### src/rtl/fifo_pkg.sv
// Shared defaults and parameter helpers for the single-clock FIFO family.
package fifo_pkg;

    localparam int DEF_DATA_W = 16;
    localparam int DEF_ADDR_W = 4;

    function automatic int depth_of(input int addr_w);
        return 32'd1 << addr_w;
    endfunction

    // Legal thresholds: almost_full in 1..DEPTH, almost_empty in 0..DEPTH-1.
    function automatic bit thresh_ok(input int addr_w, input int af, input int ae);
        return (af >= 32'sd1) && (af <= depth_of(addr_w)) &&
               (ae >= 32'sd0) && (ae <= depth_of(addr_w) - 32'sd1);
    endfunction

endpackage

### src/rtl/fifo_ram.sv
// DEPTH x DATA_W register array: synchronous write, read either async or registered.
module fifo_ram
    import fifo_pkg::*;
#(
    parameter int DATA_W = DEF_DATA_W,
    parameter int ADDR_W = DEF_ADDR_W,
    parameter bit REG_RD = 1'b1
) (
    input  logic              clk,
    input  logic              rst,
    input  logic              we,
    input  logic [ADDR_W-1:0] waddr,
    input  logic [DATA_W-1:0] wdata,
    input  logic              re,
    input  logic [ADDR_W-1:0] raddr,
    output logic [DATA_W-1:0] rdata
);

    localparam int DEPTH = depth_of(ADDR_W);

    logic [DATA_W-1:0] mem_q [0:DEPTH-1];
    logic [DATA_W-1:0] rd_data_q;

    // Storage array is deliberately left out of reset.
    always_ff @(posedge clk) begin
        if (we) begin
            mem_q[waddr] <= wdata;
        end
    end

    // Registered read port; only changes on an accepted read.
    always_ff @(posedge clk or posedge rst) begin
        if (rst) begin
            rd_data_q <= {DATA_W{1'b0}};
        end else if (re) begin
            rd_data_q <= mem_q[raddr];
        end
    end

    assign rdata = REG_RD ? rd_data_q : mem_q[raddr];

endmodule

### src/rtl/sync_fifo_fwft.sv
// Single-clock FIFO with optional first-word-fall-through, occupancy count and sticky error flags.
module sync_fifo_fwft
    import fifo_pkg::*;
#(
    parameter int DATA_W    = DEF_DATA_W,
    parameter int ADDR_W    = DEF_ADDR_W,
    parameter int AF_THRESH = 12,
    parameter int AE_THRESH = 2,
    parameter bit FWFT      = 1'b0
) (
    input  logic              clk,
    input  logic              reset,
    input  logic              wr_en,
    input  logic              rd_en,
    input  logic [DATA_W-1:0] data_in,
    input  logic              clr_err,
    output logic [DATA_W-1:0] data_out,
    output logic              valid,
    output logic              empty,
    output logic              full,
    output logic              almost_empty,
    output logic              almost_full,
    output logic [ADDR_W:0]   count,
    output logic [ADDR_W:0]   wr_ptr,
    output logic [ADDR_W:0]   rd_ptr,
    output logic              overflow,
    output logic              underflow
);

    localparam int PTR_W = ADDR_W + 1;
    localparam logic [PTR_W-1:0] AF_C  = PTR_W'(AF_THRESH);
    localparam logic [PTR_W-1:0] AE_C  = PTR_W'(AE_THRESH);
    localparam logic [PTR_W-1:0] ONE_C = PTR_W'(1);

    if (!thresh_ok(ADDR_W, AF_THRESH, AE_THRESH)) begin : g_bad_thresh
        $error("sync_fifo_fwft: threshold parameters out of range");
    end

    logic [PTR_W-1:0]  wr_ptr_q, wr_ptr_d, rd_ptr_q, rd_ptr_d, count_s;
    logic              empty_s, full_s, wr_ok_s, rd_ok_s;
    logic              ovf_q, ovf_d, unf_q, unf_d, valid_q, valid_d;
    logic [DATA_W-1:0] ram_rdata_s;

    assign empty_s = (wr_ptr_q == rd_ptr_q);
    assign full_s  = (wr_ptr_q[ADDR_W] != rd_ptr_q[ADDR_W]) &&
                     (wr_ptr_q[ADDR_W-1:0] == rd_ptr_q[ADDR_W-1:0]);
    assign count_s = wr_ptr_q - rd_ptr_q;

    // Accept logic, pointer advance and sticky error flags; a set event beats clr_err.
    always_comb begin
        rd_ok_s  = rd_en & ~empty_s;
        wr_ok_s  = wr_en & (~full_s | rd_ok_s);
        wr_ptr_d = wr_ok_s ? (wr_ptr_q + ONE_C) : wr_ptr_q;
        rd_ptr_d = rd_ok_s ? (rd_ptr_q + ONE_C) : rd_ptr_q;
        valid_d  = rd_ok_s;
        ovf_d    = clr_err ? 1'b0 : ovf_q;
        unf_d    = clr_err ? 1'b0 : unf_q;
        if (wr_en && full_s && !rd_en) begin
            ovf_d = 1'b1;
        end else begin
            ovf_d = ovf_d;
        end
        if (rd_en && empty_s) begin
            unf_d = 1'b1;
        end else begin
            unf_d = unf_d;
        end
    end

    // State registers; reset discards all contents at once.
    always_ff @(posedge clk or posedge reset) begin
        if (reset) begin
            wr_ptr_q <= {PTR_W{1'b0}};
            rd_ptr_q <= {PTR_W{1'b0}};
            ovf_q    <= 1'b0;
            unf_q    <= 1'b0;
            valid_q  <= 1'b0;
        end else begin
            wr_ptr_q <= wr_ptr_d;
            rd_ptr_q <= rd_ptr_d;
            ovf_q    <= ovf_d;
            unf_q    <= unf_d;
            valid_q  <= valid_d;
        end
    end

    fifo_ram #(
        .DATA_W (DATA_W),
        .ADDR_W (ADDR_W),
        .REG_RD (!FWFT)
    ) u_ram (
        .clk   (clk),
        .rst   (reset),
        .we    (wr_ok_s),
        .waddr (wr_ptr_q[ADDR_W-1:0]),
        .wdata (data_in),
        .re    (rd_ok_s),
        .raddr (rd_ptr_q[ADDR_W-1:0]),
        .rdata (ram_rdata_s)
    );

    // In FWFT mode the head word is masked while empty so stale locations never show.
    always_comb begin
        if (FWFT) begin
            data_out = empty_s ? {DATA_W{1'b0}} : ram_rdata_s;
            valid    = ~empty_s;
        end else begin
            data_out = ram_rdata_s;
            valid    = valid_q;
        end
    end

    assign empty        = empty_s;
    assign full         = full_s;
    assign almost_empty = (count_s <= AE_C);
    assign almost_full  = (count_s >= AF_C);
    assign count        = count_s;
    assign wr_ptr       = wr_ptr_q;
    assign rd_ptr       = rd_ptr_q;
    assign overflow     = ovf_q;
    assign underflow    = unf_q;

endmodule

### config.mk
export PLATFORM = sky130hd
export DESIGN_NAME = sync_fifo_fwft
export DESIGN_NICKNAME = d
export VERILOG_FILES = /design/src/rtl/fifo_pkg.sv /design/src/rtl/fifo_ram.sv /design/src/rtl/sync_fifo_fwft.sv
export SDC_FILE = /design/constraint.sdc
export NUM_CORES = 1
export LEC_CHECK = 0
export CAP_MARGIN = 20
export CORE_MARGIN = 5
export CORE_UTILIZATION = 54
export CTS_CLUSTER_SIZE = 24
export DETAILED_ROUTE_END_ITERATION = 10
export PLACE_DENSITY = 0.76
export SYNTH_ARGS = -nofsm -noshare
export SYNTH_HDL_FRONTEND = slang
export SYNTH_SLANG_ARGS = --single-unit
### constraint.sdc
create_clock -name clk -period 2.55 [get_ports clk]
set_input_delay 0.51 -clock clk [delete_from_list [all_inputs] [get_ports clk]]
set_output_delay 0.51 -clock clk [all_outputs]
set_load 0.05 [all_outputs]
==> results.md, run 1 <==
* Outcome: complete, but fails checks
* Failing checks: setup timing
* DR WL/cell at 23.6 um
* Total nets after synthesis at 676
* All-layer global routing usage at 0.203
* Average via count per standard cell at 5.83
* Post-CTS Hold Buffers at 0
* Total clock sinks at 285
* Leading post-synthesis cells by cell area: edfxtp_1 69%, mux2i_1 7.1%, dfrtp_1 6.5%
* Global-route congestion overflow total at 0
* Clock Tree Root: clkbuf_16
* Class of the worst hold path: input pin to async pin
* Final layout net count at 768
* Wire length of the first global-routing pass at 37.0 mm
* Cells after DPL at 965
* Initial antenna violation count at 0
* Number of library cell types mapped by synthesis at 38
* Cell area reported after detailed placement at 0.0125 mm2
* Area of the core region at 0.0204 mm2
* TritonCTS clock tree: yes
* CP Capture Type: output pin
* R2r setup slk at 0.25 ns
* Final Hold Vio Count at 0
* Filler Cell Count at 1339
* Vias at 5989
* Slew Viols, Final at 0
* Number of H-tree levels at 1
* Area grow syn2layout at 20.9%
* Total CTS buffers at 27
* Post-DP HPWL at 14.5 mm
* Nature of the critical path startpoint: flip-flop
* Number of buffers added on ports at 58
* Max-Slew Margin vs Limit at 0.401
* Worst-case setup slack after placement at 0.0210 ns
* Setup-violating endpoint count in the final report at 4
* Horizontal die dimension at 154 um
* DRC at 0
* Share of final-layout standard cells stronger than drive strength 1 at 0.223
* Number of DRC markers in iteration 0 at 474
* Cell type contributing the most total cell area after synthesis: edfxtp_1
* Accumulated negative setup slack at -0.966 ns
* Total wire length at 24.3 mm
* Summed instance area of the synthesized netlist at 0.0112 mm2
* Pre-Repair DR Iteration Count at 6
* Largest net degree at the start of global routing at 56
* Portion of the post-synthesis area used by sequential elements at 0.751
* Data required time of the worst path at 2.04 ns
* Kind of critical path: flip-flop to output pin
* Die extent in y at 154 um
* Setup crit start: wr_ptr[0]
* Number of cells produced by synthesis at 645
* Final Wtd Congestion at 0.812
* Vias in the first global route at 6283
* Number of non-filler instances in the completed layout at 1027
* List of most frequent post-synthesis cells: 256 x edfxtp_1, 80 x mux2i_1, 35 x nor2_1
* Post-layout minimum cycle time at 2.88 ns
* Areal power density over the cells at 1340 mW/mm2
* Clk buf depth at 3
* Fraction of registers with async set/reset at 0.102
* Inserted Diodes at 0
* Initial standard-cell utilization of the core at 0.550
* Reported leakage power at 4.69 nW
* Total number of yosys warnings at 0
* Setup repair after global routing missed its margin: true
* Max Clock Freq at 0.347 GHz
* Worst IR drop on VDD at 1.18 mV
* Critical-path maximum fanout at 2
* Clock Latency Late Sink at 0.53 ns
* Final period util at 1.13
* Register clock-pin slew on the reported worst setup and hold paths at 0.06 ns
* Die outline area at 0.0237 mm2
* Syn avg cell area at 17.4 um2
* Number of standard-cell rows in the floorplan at 52
* Arrival time reported for the critical path endpoint at 2.37 ns
* Number of enable-type register cells in the synthesized netlist at 256
* Max-Cap Viols at 0
* Launching point of the worst reg2reg path: rd_ptr[2]
* Worst setup slack after layout at -0.330 ns
* Post-Layout Inst Area at 0.0136 mm2
* Number of I/O pins at 59
* Synth Register Bits at 285
* Tightest Pin Transition at 0.898 ns
* Tightest hold margin at 0.406 ns
* Most common cell in the netlist: edfxtp_1
* ANT nets after route at 0
* Primary flip-flop cell chosen by synthesis mapping: edfxtp_1
* Clock Skew at 0.0136 ns
* Area share of the largest cell type after synthesis at 0.686
==> cell usage in the layout, fill, tap and decap left out, types with 2 or more instances in the layout <==
cell,count
mux2_2,16
clkbuf_8,2
clkdlybuf4s50_1,46
nand4_1,3
inv_1,7
nor2_1,34
a31oi_1,16
dfrtp_2,8
a21oi_1,16
inv_2,6
and2_2,7
clkinv_1,4
mux4_2,16
o21ai_0,33
ha_1,5
buf_12,20
edfxtp_1,256
buf_6,5
xnor2_1,7
mux2i_1,80
nand2_1,7
xor2_1,3
xnor2_4,3
dfrtp_1,21
and2_4,9
bufinv_16,3
clkbuf_1,6
nand3_1,4
ha_4,4
buf_4,24
o22ai_1,31
a21o_1,2
clkbuf_16,27
a21oi_4,2
o21ai_1,2
clkinv_2,6
==> sequential cells by signal (all words and copies together) (netlist names) <==
name	flops
valid	1
u_ram.rdata	16
u_ram.mem_q	256
wr_ptr	5
underflow	1
rd_ptr	5
overflow	1
==> per-layer routing <==
layer / track usage / vias up / part of all wire
met5: 0 / - / 0
met4: 0.0484 / 0 / 0.020
met3: 0.0357 / 35 / 0.069
met2: 0.342 / 219 / 0.50
met1: 0.279 / 3039 / 0.41
li1: - / 2696 / -
==> final timing paths <==
path                                      end  cells after the start
max                               almost_full                     10
min                           u_ram.rdata[12]                      3
max reg2reg                u_ram.mem_q[1][11]                      7
min reg2reg                         underflow                      2
max in group asynchronous           wr_ptr[2]                      3
min in group clk                    underflow                      2
==> metrics by stage <==
stage	util	total power, mW
global placement	0.615	13.6
CTS	0.663	18.0
floorplan	-	11.0
finish	0.666	18.2
detailed placement	0.615	13.8
global route	0.666	18.9
==> timing repair <==
action | 4_1_cts | 5_1_grt
resized for setup | 9 | 8
pin swaps | 7 | 6
buffers inserted | 9 | 4
endpoints found under the setup margin | 8 | 16
==> where the power goes <==
part | total, mW | switching (mW) | internal (mW)
sequential | 6.04 | 0.296 | 5.75
combinational | 8.23 | 4.71 | 3.52
clock | 3.89 | 1.59 | 2.30
==> cell type report <==
class,count,area (um2),area share
timing repair buffer,95,1100,0.0810
clock inverter,14,143,0.0105
multi-input combinational,314,2770,0.204
sequential,285,8420,0.621
inverter,14,55.1,0.00406
tap,270,338,0.0249
clock buffer,35,726,0.0535
==> critical path, cell delays in order (launching register included) <==
cell and delay, ns:
dfrtp_2 0.39, inv_4 0.04, ha_4 0.15, fa_2 0.36
inv_2 0.07, a21o_1 0.15, a21oi_4 0.08, xnor2_4 0.14
buf_6 0.13, a21o_4 0.18, buf_12 0.14
==> logic make-up after synthesis <==
| group | after synthesis | share of synthesized area |
|---|---|---|
| xor+xnor | 13 | 0.0102 |
| simple gates | 72 | 0.0315 |
| flops | 285 | 0.751 |
| mux | 112 | 0.120 |
| compound gates | 107 | 0.0554 |
| buf+inv | 46 | 0.0207 |
| fa+ha+maj | 10 | 0.0118 |
Note: power is estimated with default switching activity, not from simulation.
==> run 2: changes to the inputs <==
--- a/config.mk
+++ b/config.mk
@@ -7,10 +7,9 @@
 export LEC_CHECK = 0
 export CAP_MARGIN = 20
 export CORE_MARGIN = 5
-export CORE_UTILIZATION = 54
+export CORE_UTILIZATION = 30
 export CTS_CLUSTER_SIZE = 24
 export DETAILED_ROUTE_END_ITERATION = 10
-export PLACE_DENSITY = 0.76
 export SYNTH_ARGS = -nofsm -noshare
 export SYNTH_HDL_FRONTEND = slang
 export SYNTH_SLANG_ARGS = --single-unit
==> run 2 against run 1 <==
- the run still ends with setup timing left
- cell count is 21% higher
- register-to-register slack worse by 0.18 ns
- critical path depth down 4
- first-iteration DRC count is 5.9% higher
- worst hold slack got worse by 0.025 ns
- die area grew 74%
- worst setup slack improved by 0.0041 ns
- via count grew 1.3%
- utilization decreased by 28 points
- sequential power hardly changed
- largest cell class unchanged
==> results.md, run 2 (synthesized netlist as in run 1, its figures left out) <==
* Setup repair after global routing missed its margin: true (unchanged)
* Horizontal die dimension at 203 um (was 154 um)
* Average via count per standard cell at 4.87 (was 5.83)
* Kind of critical path: flip-flop to output pin (unchanged)
* Failing checks: setup timing (unchanged)
* All-layer global routing usage at 0.127 (was 0.203)
* Sequence of cells on the critical path: ha_4 > fa_2 > buf_4 > xnor2_4 > a2111oi_4 > clkbuf_16 (was inv_4 > ha_4 > fa_2 > inv_2 > a21o_1 > a21oi_4 > xnor2_4 > buf_6 > a21o_4 > buf_12)
* TritonCTS clock tree: yes (unchanged)
* DRC at 0 (unchanged)
* Max Clock Freq at 0.348 GHz (was 0.347 GHz)
* Number of buffers added on ports at 58 (unchanged)
* Final layout net count at 785 (was 768)
* Reported leakage power at 4.83 nW (was 4.69 nW)
* Worst IR drop on VDD at 0.986 mV (was 1.18 mV)
* Pre-Repair DR Iteration Count at 4 (was 6)
* Wire length of the first global-routing pass at 39.5 mm (was 37.0 mm)
* Post-layout minimum cycle time at 2.88 ns (about the same)
* Final cell utilization of the core at 0.382 (was 0.666)
* Initial antenna violation count at 0 (unchanged)
* Die outline area at 0.0413 mm2 (was 0.0237 mm2)
* Die extent in y at 203 um (was 154 um)
* Bufs and invs on worst path at 2 (was 4)
* Clock Latency Late Sink at 0.55 ns (was 0.53 ns)
* Top Metal Used: met4 (unchanged)
* Tightest Pin Transition at 0.923 ns (was 0.898 ns)
* Number of I/O pins at 59 (unchanged)
* Commonest cells after routing, fill and taps aside: 256 x edfxtp_1, 80 x mux2i_1, 46 x clkdlybuf4s50_1 (unchanged)
* Initial standard-cell utilization of the core at 0.305 (was 0.550)
* Area of the core region at 0.0368 mm2 (was 0.0204 mm2)
* Biggest register: u_ram.mem_q (unchanged)
* Slowest cell delay on critical path at 0.42 ns (was 0.39 ns)
* Share of final-layout standard cells stronger than drive strength 1 at 0.243 (was 0.223)
* Final Hold Vio Count at 0 (unchanged)
* Areal power density over the cells at 1350 mW/mm2 (was 1340 mW/mm2)
* Sum of met3 wire segment lengths after detailed routing at 1.77 mm (was 1.68 mm)
* Commonest non-fill, non-tap cell in the layout: edfxtp_1 (unchanged)
* Critical-path maximum fanout at 2 (unchanged)
* Total CTS buffers at 29 (was 27)
* ANT nets after route at 0 (unchanged)
* Outcome: complete, but fails checks (unchanged)
* DR WL/cell at 21.8 um (was 23.6 um)
* Arrival time reported for the critical path endpoint at 2.37 ns (about the same)
* Area grow syn2layout at 25.4% (was 20.9%)
* Worst setup slack after layout at -0.325 ns (was -0.330 ns)
* Filler Cell Count at 3415 (was 1339)
* Setup-violating endpoint count in the final report at 5 (was 4)
* Number of H-tree levels at 1 (unchanged)
* Vias at 6066 (was 5989)
* Nature of the critical path startpoint: flip-flop (unchanged)
* Final Wtd Congestion at 0.769 (was 0.812)
* Slew Viols, Final at 0 (unchanged)
* Cell family contributing the most delay on the critical path: adder cells (unchanged)
* Max-Slew Margin vs Limit at 0.385 (was 0.401)
* Clock Skew at 0.0210 ns (was 0.0136 ns)
* Routed length on met1 at 12.5 mm (was 9.98 mm)
* Number of DRC markers in iteration 0 at 502 (was 474)
* Register clock-pin slew on the reported worst setup and hold paths at 0.06 ns (about the same)
* Vias in the first global route at 6123 (was 6283)
* Routed length on met2 at 12.4 mm (was 12.1 mm)
* Inserted Diodes at 0 (unchanged)
* Total wire length at 27.2 mm (was 24.3 mm)
* Final period util at 1.13 (about the same)
* Largest net degree at the start of global routing at 56 (unchanged)
* Total clock sinks at 285 (unchanged)
* Max-Cap Viols at 0 (unchanged)
* Data required time of the worst path at 2.04 ns (about the same)
* Clk buf depth at 3 (unchanged)
* Critical-path top delay cell: dfrtp_2 (unchanged)
* Clock Tree Root: clkbuf_16 (unchanged)
* Class of the worst hold path: input pin to async pin (unchanged)
* Flip-flop count of the largest register after layout at 256 (unchanged)
* CP Capture Type: output pin (unchanged)
* Post-DP HPWL at 17.1 mm (was 14.5 mm)
* Number of standard-cell rows in the floorplan at 70 (was 52)
* Worst-case setup slack after placement at 0.0428 ns (was 0.0210 ns)
* Global-route congestion overflow total at 0 (unchanged)
[run 2: cell types whose count changed in the layout (fill, tap and decap cells not counted), sizes merged]
| cell | before | now |
|---|---|---|
| buf | 49 | 63 |
| bufinv | 3 | 4 |
| clkinvlp | 1 | 2 |
| inv | 14 | 16 |
| clkinv | 10 | 7 |
| clkbuf | 35 | 40 |
[run 2: worst register-to-register path, cell delays in order, from the launching register on]
cell and delay (ns):
dfrtp_2 0.38, buf_4 0.69, nand2b_1 0.38, buf_4 0.26
o21ai_0 0.22, a21oi_1 0.08, o21ai_0 0.16, a31oi_1 0.15
[run 2: cell type report]
type	count	area, um2	area share
well taps	468	586	0.0417
clock inverters	15	191	0.0136
repair buffers	110	1210	0.0865
flip-flops and latches	285	8420	0.600
clock buffers	39	803	0.0572
inverters	14	57.6	0.00410
multi-input cells	314	2770	0.197
[run 2: what timing repair did]
item / CTS / global route
gates resized for setup: 10 / 7
endpoints found under the hold margin: 0 / 0
setup buffers: 5 / 7
hold buffers: 0 / 0
setup endpoints to repair: 7 / 16
pin swaps: 6 / 8
[run 2: stage by stage]
stage	power, mW	hold WS [ns]	TNS, ns	std cells	instance area, um2
after floorplan	11.0	0.588	-0.511	645	11400
after global placement	14.1	0.526	0	1179	12900
after detailed placement	14.1	0.518	0	1179	12900
after CTS	18.8	0.371	-1.20	1238	14000
after global routing	19.7	0.444	-1.43	1245	14000
final	18.9	0.381	-0.985	1245	14000
[run 2: worst paths after layout]
kind / start / end / slack (ns) / depth (start not counted)
setup / recovery: rd_ptr[0] / almost_empty / -0.33 / 6
hold / removal: reset / underflow / 0.38 / 3
setup reg to reg: rd_ptr[0] / u_ram.rdata[9] / 0.07 / 7
hold reg to reg: underflow / underflow / 0.52 / 2
max in group asynchronous: reset / rd_ptr[1] / 1.82 / 3
min in group clk: underflow / underflow / 0.52 / 2
[run 2: where the power goes]
group / internal [mW] / leakage [nW] / switching (mW)
Sequential: 5.74 / 2.64 / 0.267
Combinational: 3.62 / 1.70 / 4.93
Clock: 2.62 / 0.484 / 1.73
[run 2: routing by layer]
layer  global-route usage  up-vias
li1                     -     2729
met1                0.181     3125
met4               0.0251        0
met5                    0        -
met2                0.201      173
met3               0.0307       39
==> run 3: changes to the inputs <==
--- a/config.mk
+++ b/config.mk
@@ -10,6 +10,7 @@
 export CORE_UTILIZATION = 30
 export CTS_CLUSTER_SIZE = 24
 export DETAILED_ROUTE_END_ITERATION = 10
+export DONT_BUFFER_PORTS = 1
 export SYNTH_ARGS = -nofsm -noshare
 export SYNTH_HDL_FRONTEND = slang
 export SYNTH_SLANG_ARGS = --single-unit
==> run 3 against run 2 <==
- the run still ends with setup timing left
- sequential share of layout area increased by 3.4 points
- critical path depth did not move
- die area unchanged
- fmax down 3.8%
- sequential cell count is the same
- clock-buffer cell count decreased by 1
- routed wire length decreased by 7.5%
- worst setup slack worse by 0.11 ns
- largest cell class unchanged
- largest power group unchanged
==> results.md, run 3 (synthesized netlist as in run 1, its figures left out) <==
* Final cell utilization of the core at 0.362 (was 0.382)
* Max-Cap Viols at 0 (unchanged)
* Flip-flop count of the largest register after layout at 256 (unchanged)
* Clk buf depth at 3 (unchanged)
* Max-Slew Margin vs Limit at 0.408 (was 0.385)
* Total power at 17.4 mW (was 18.9 mW)
* Post-CTS Hold Buffers at 0 (unchanged)
* Cells after DPL at 1122 (was 1179)
* Start point of the worst hold path: data_in[5]
* DRC at 0 (unchanged)
* Number of I/O pins at 59 (unchanged)
* Data required time of the worst path at 2.04 ns (about the same)
* Post-layout minimum cycle time at 2.99 ns (was 2.88 ns)
* Clock Latency Late Sink at 0.56 ns (was 0.55 ns)
* Number of non-filler instances in the completed layout at 1178 (was 1245)
* Biggest register: u_ram.mem_q (unchanged)
* Critical-path top delay cell: dfrtp_4 (was dfrtp_2)
* Initial standard-cell utilization of the core at 0.305 (unchanged)
* Number of DRC markers in iteration 0 at 428 (was 502)
* Final period util at 1.17 (was 1.13)
* Final Wtd Congestion at 0.760 (was 0.769)
* All-layer global routing usage at 0.119 (was 0.127)
* Reported leakage power at 4.50 nW (was 4.83 nW)
* Share of final-layout standard cells stronger than drive strength 1 at 0.231 (was 0.243)
* Total clock sinks at 285 (unchanged)
* Initial antenna violation count at 0 (unchanged)
* Tightest Pin Transition at 0.888 ns (was 0.923 ns)
* Tightest hold margin at 0.0412 ns (was 0.381 ns)
* Pre-Repair DR Iteration Count at 5 (was 4)
* Vias at 5769 (was 6066)
* Post-DP HPWL at 15.3 mm (was 17.1 mm)
* CP Capture Type: output pin (unchanged)
* Bufs and invs on worst path at 2 (unchanged)
* Nature of the critical path startpoint: flip-flop (unchanged)
* Worst reg2reg path depth at 7 (unchanged)
* Class of the worst hold path: input pin to flip-flop (was input pin to async pin)
* Area of the core region at 0.0368 mm2 (unchanged)
* Final Hold Vio Count at 0 (unchanged)
* Slowest cell delay on critical path at 0.49 ns (was 0.42 ns)
* Area grow syn2layout at 18.8% (was 25.4%)
* Slew Viols, Final at 0 (unchanged)
* Cell family contributing the most delay on the critical path: adder cells (unchanged)
* DR WL/cell at 21.4 um (was 21.8 um)
* Outcome: complete, but fails checks (unchanged)
* Largest net degree at the start of global routing at 56 (unchanged)
* Worst IR drop on VDD at 0.818 mV (was 0.986 mV)
* Setup repair after global routing missed its margin: true (unchanged)
* Kind of critical path: flip-flop to output pin (unchanged)
* CP endpoint: almost_empty (unchanged)
* Commonest non-fill, non-tap cell in the layout: edfxtp_1 (unchanged)
* Launching point of the worst reg2reg path: rd_ptr[2] (was rd_ptr[0])
* Setup crit start: rd_ptr[0] (unchanged)
* Global-route congestion overflow total at 0 (unchanged)
* Number of buffers added on ports at 0 (was 58)
* Reg-to-Reg End: u_ram.mem_q[2][0] (was u_ram.rdata[9])
* Arrival time reported for the critical path endpoint at 2.48 ns (was 2.37 ns)
* Setup-violating endpoint count in the final report at 6 (was 5)
* Clock Skew at 0.0264 ns (was 0.0210 ns)
* Failing checks: setup timing (unchanged)
* Number of H-tree levels at 1 (unchanged)
* ANT nets after route at 0 (unchanged)
* Total CTS buffers at 29 (unchanged)
* Worst setup slack after layout at -0.438 ns (was -0.325 ns)
* Die outline area at 0.0413 mm2 (unchanged)
* TritonCTS clock tree: yes (unchanged)
* R2r setup slk at 0.13 ns (was 0.07 ns)
* Areal power density over the cells at 1300 mW/mm2 (was 1350 mW/mm2)
* Register clock-pin slew on the reported worst setup and hold paths at 0.06 ns (about the same)
* Levels on crit path at 6 (unchanged)
* Number of standard-cell rows in the floorplan at 70 (unchanged)
* Horizontal die dimension at 203 um (unchanged)
* Filler Cell Count at 3434 (was 3415)
* Inserted Diodes at 0 (unchanged)
* Die extent in y at 203 um (unchanged)
* Sequence of cells on the critical path: ha_4 > fa_2 > buf_4 > xnor2_4 > a2111oi_4 > clkbuf_16 (unchanged)
* Max Clock Freq at 0.335 GHz (was 0.348 GHz)
* Critical-path maximum fanout at 2 (unchanged)
* Clock Tree Root: clkbuf_16 (unchanged)
* Worst-case setup slack after placement at 0.0877 ns (was 0.0428 ns)
* Final layout net count at 721 (was 785)
* Wire length of the first global-routing pass at 37.8 mm (was 39.5 mm)
* Vias in the first global route at 5842 (was 6123)
* Average via count per standard cell at 4.90 (was 4.87)
* Commonest cells after routing, fill and taps aside: 256 x edfxtp_1, 80 x mux2i_1, 34 x nor2_1 (was 256 x edfxtp_1, 80 x mux2i_1, 46 x clkdlybuf4s50_1)
* Total wire length at 25.2 mm (was 27.2 mm)
## run 3: metrics by stage
step	cell area, um2	TNS (ns)
2_1_floorplan	11400	-0.511
3_3_place_gp	12300	0
3_5_place_dp	12300	0
4_1_cts	13300	-1.42
5_1_grt	13300	-1.71
6_report	13300	-1.23
## run 3: how the worst min path moves through the flow
stage                          endpoint  slack [ns]  depth (start not counted)
finish                u_ram.mem_q[8][5]        0.04                          0
global route          u_ram.mem_q[0][5]        0.02                          0
CTS                 u_ram.mem_q[14][15]        0.02                          0
detailed placement            wr_ptr[0]        0.57                          2
global placement              wr_ptr[0]        0.57                          2
floorplan                      overflow        0.59                          1
## run 3: layer usage
| metal | vias to the layer above | share of wire | global-route usage | wire length, um |
|---|---|---|---|---|
| li1 | 2604 | - | - | - |
| met4 | 0 | 0.016 | 0.0255 | 394 |
| met5 | - | 0 | 0 | 0 |
| met3 | 30 | 0.096 | 0.0431 | 2410 |
| met1 | 2959 | 0.43 | 0.160 | 10800 |
| met2 | 176 | 0.46 | 0.188 | 11600 |
## run 3: where the power goes
group	leakage (nW)	switching [mW]	internal, mW
sequential	2.64	0.822	5.74
clock	0.452	1.71	2.42
combinational	1.40	3.97	2.70
## run 3: cell type report
type,count,area (um2),share of cell area
clock inverter,13,150,0.0113
sequential,285,8430,0.633
clock buffer,38,769,0.0578
multi-input combinational,314,2760,0.208
timing repair buffer,46,556,0.0417
inverter,14,57.6,0.00432
tap,468,586,0.0440
## run 3: what timing repair did
item                       4_1_cts  5_1_grt
setup endpoints to repair        8        8
pin swaps                        8        2
hold endpoints to repair         0        0
cloned                           0        0
gates resized for setup         13        7
setup buffers                    4        1
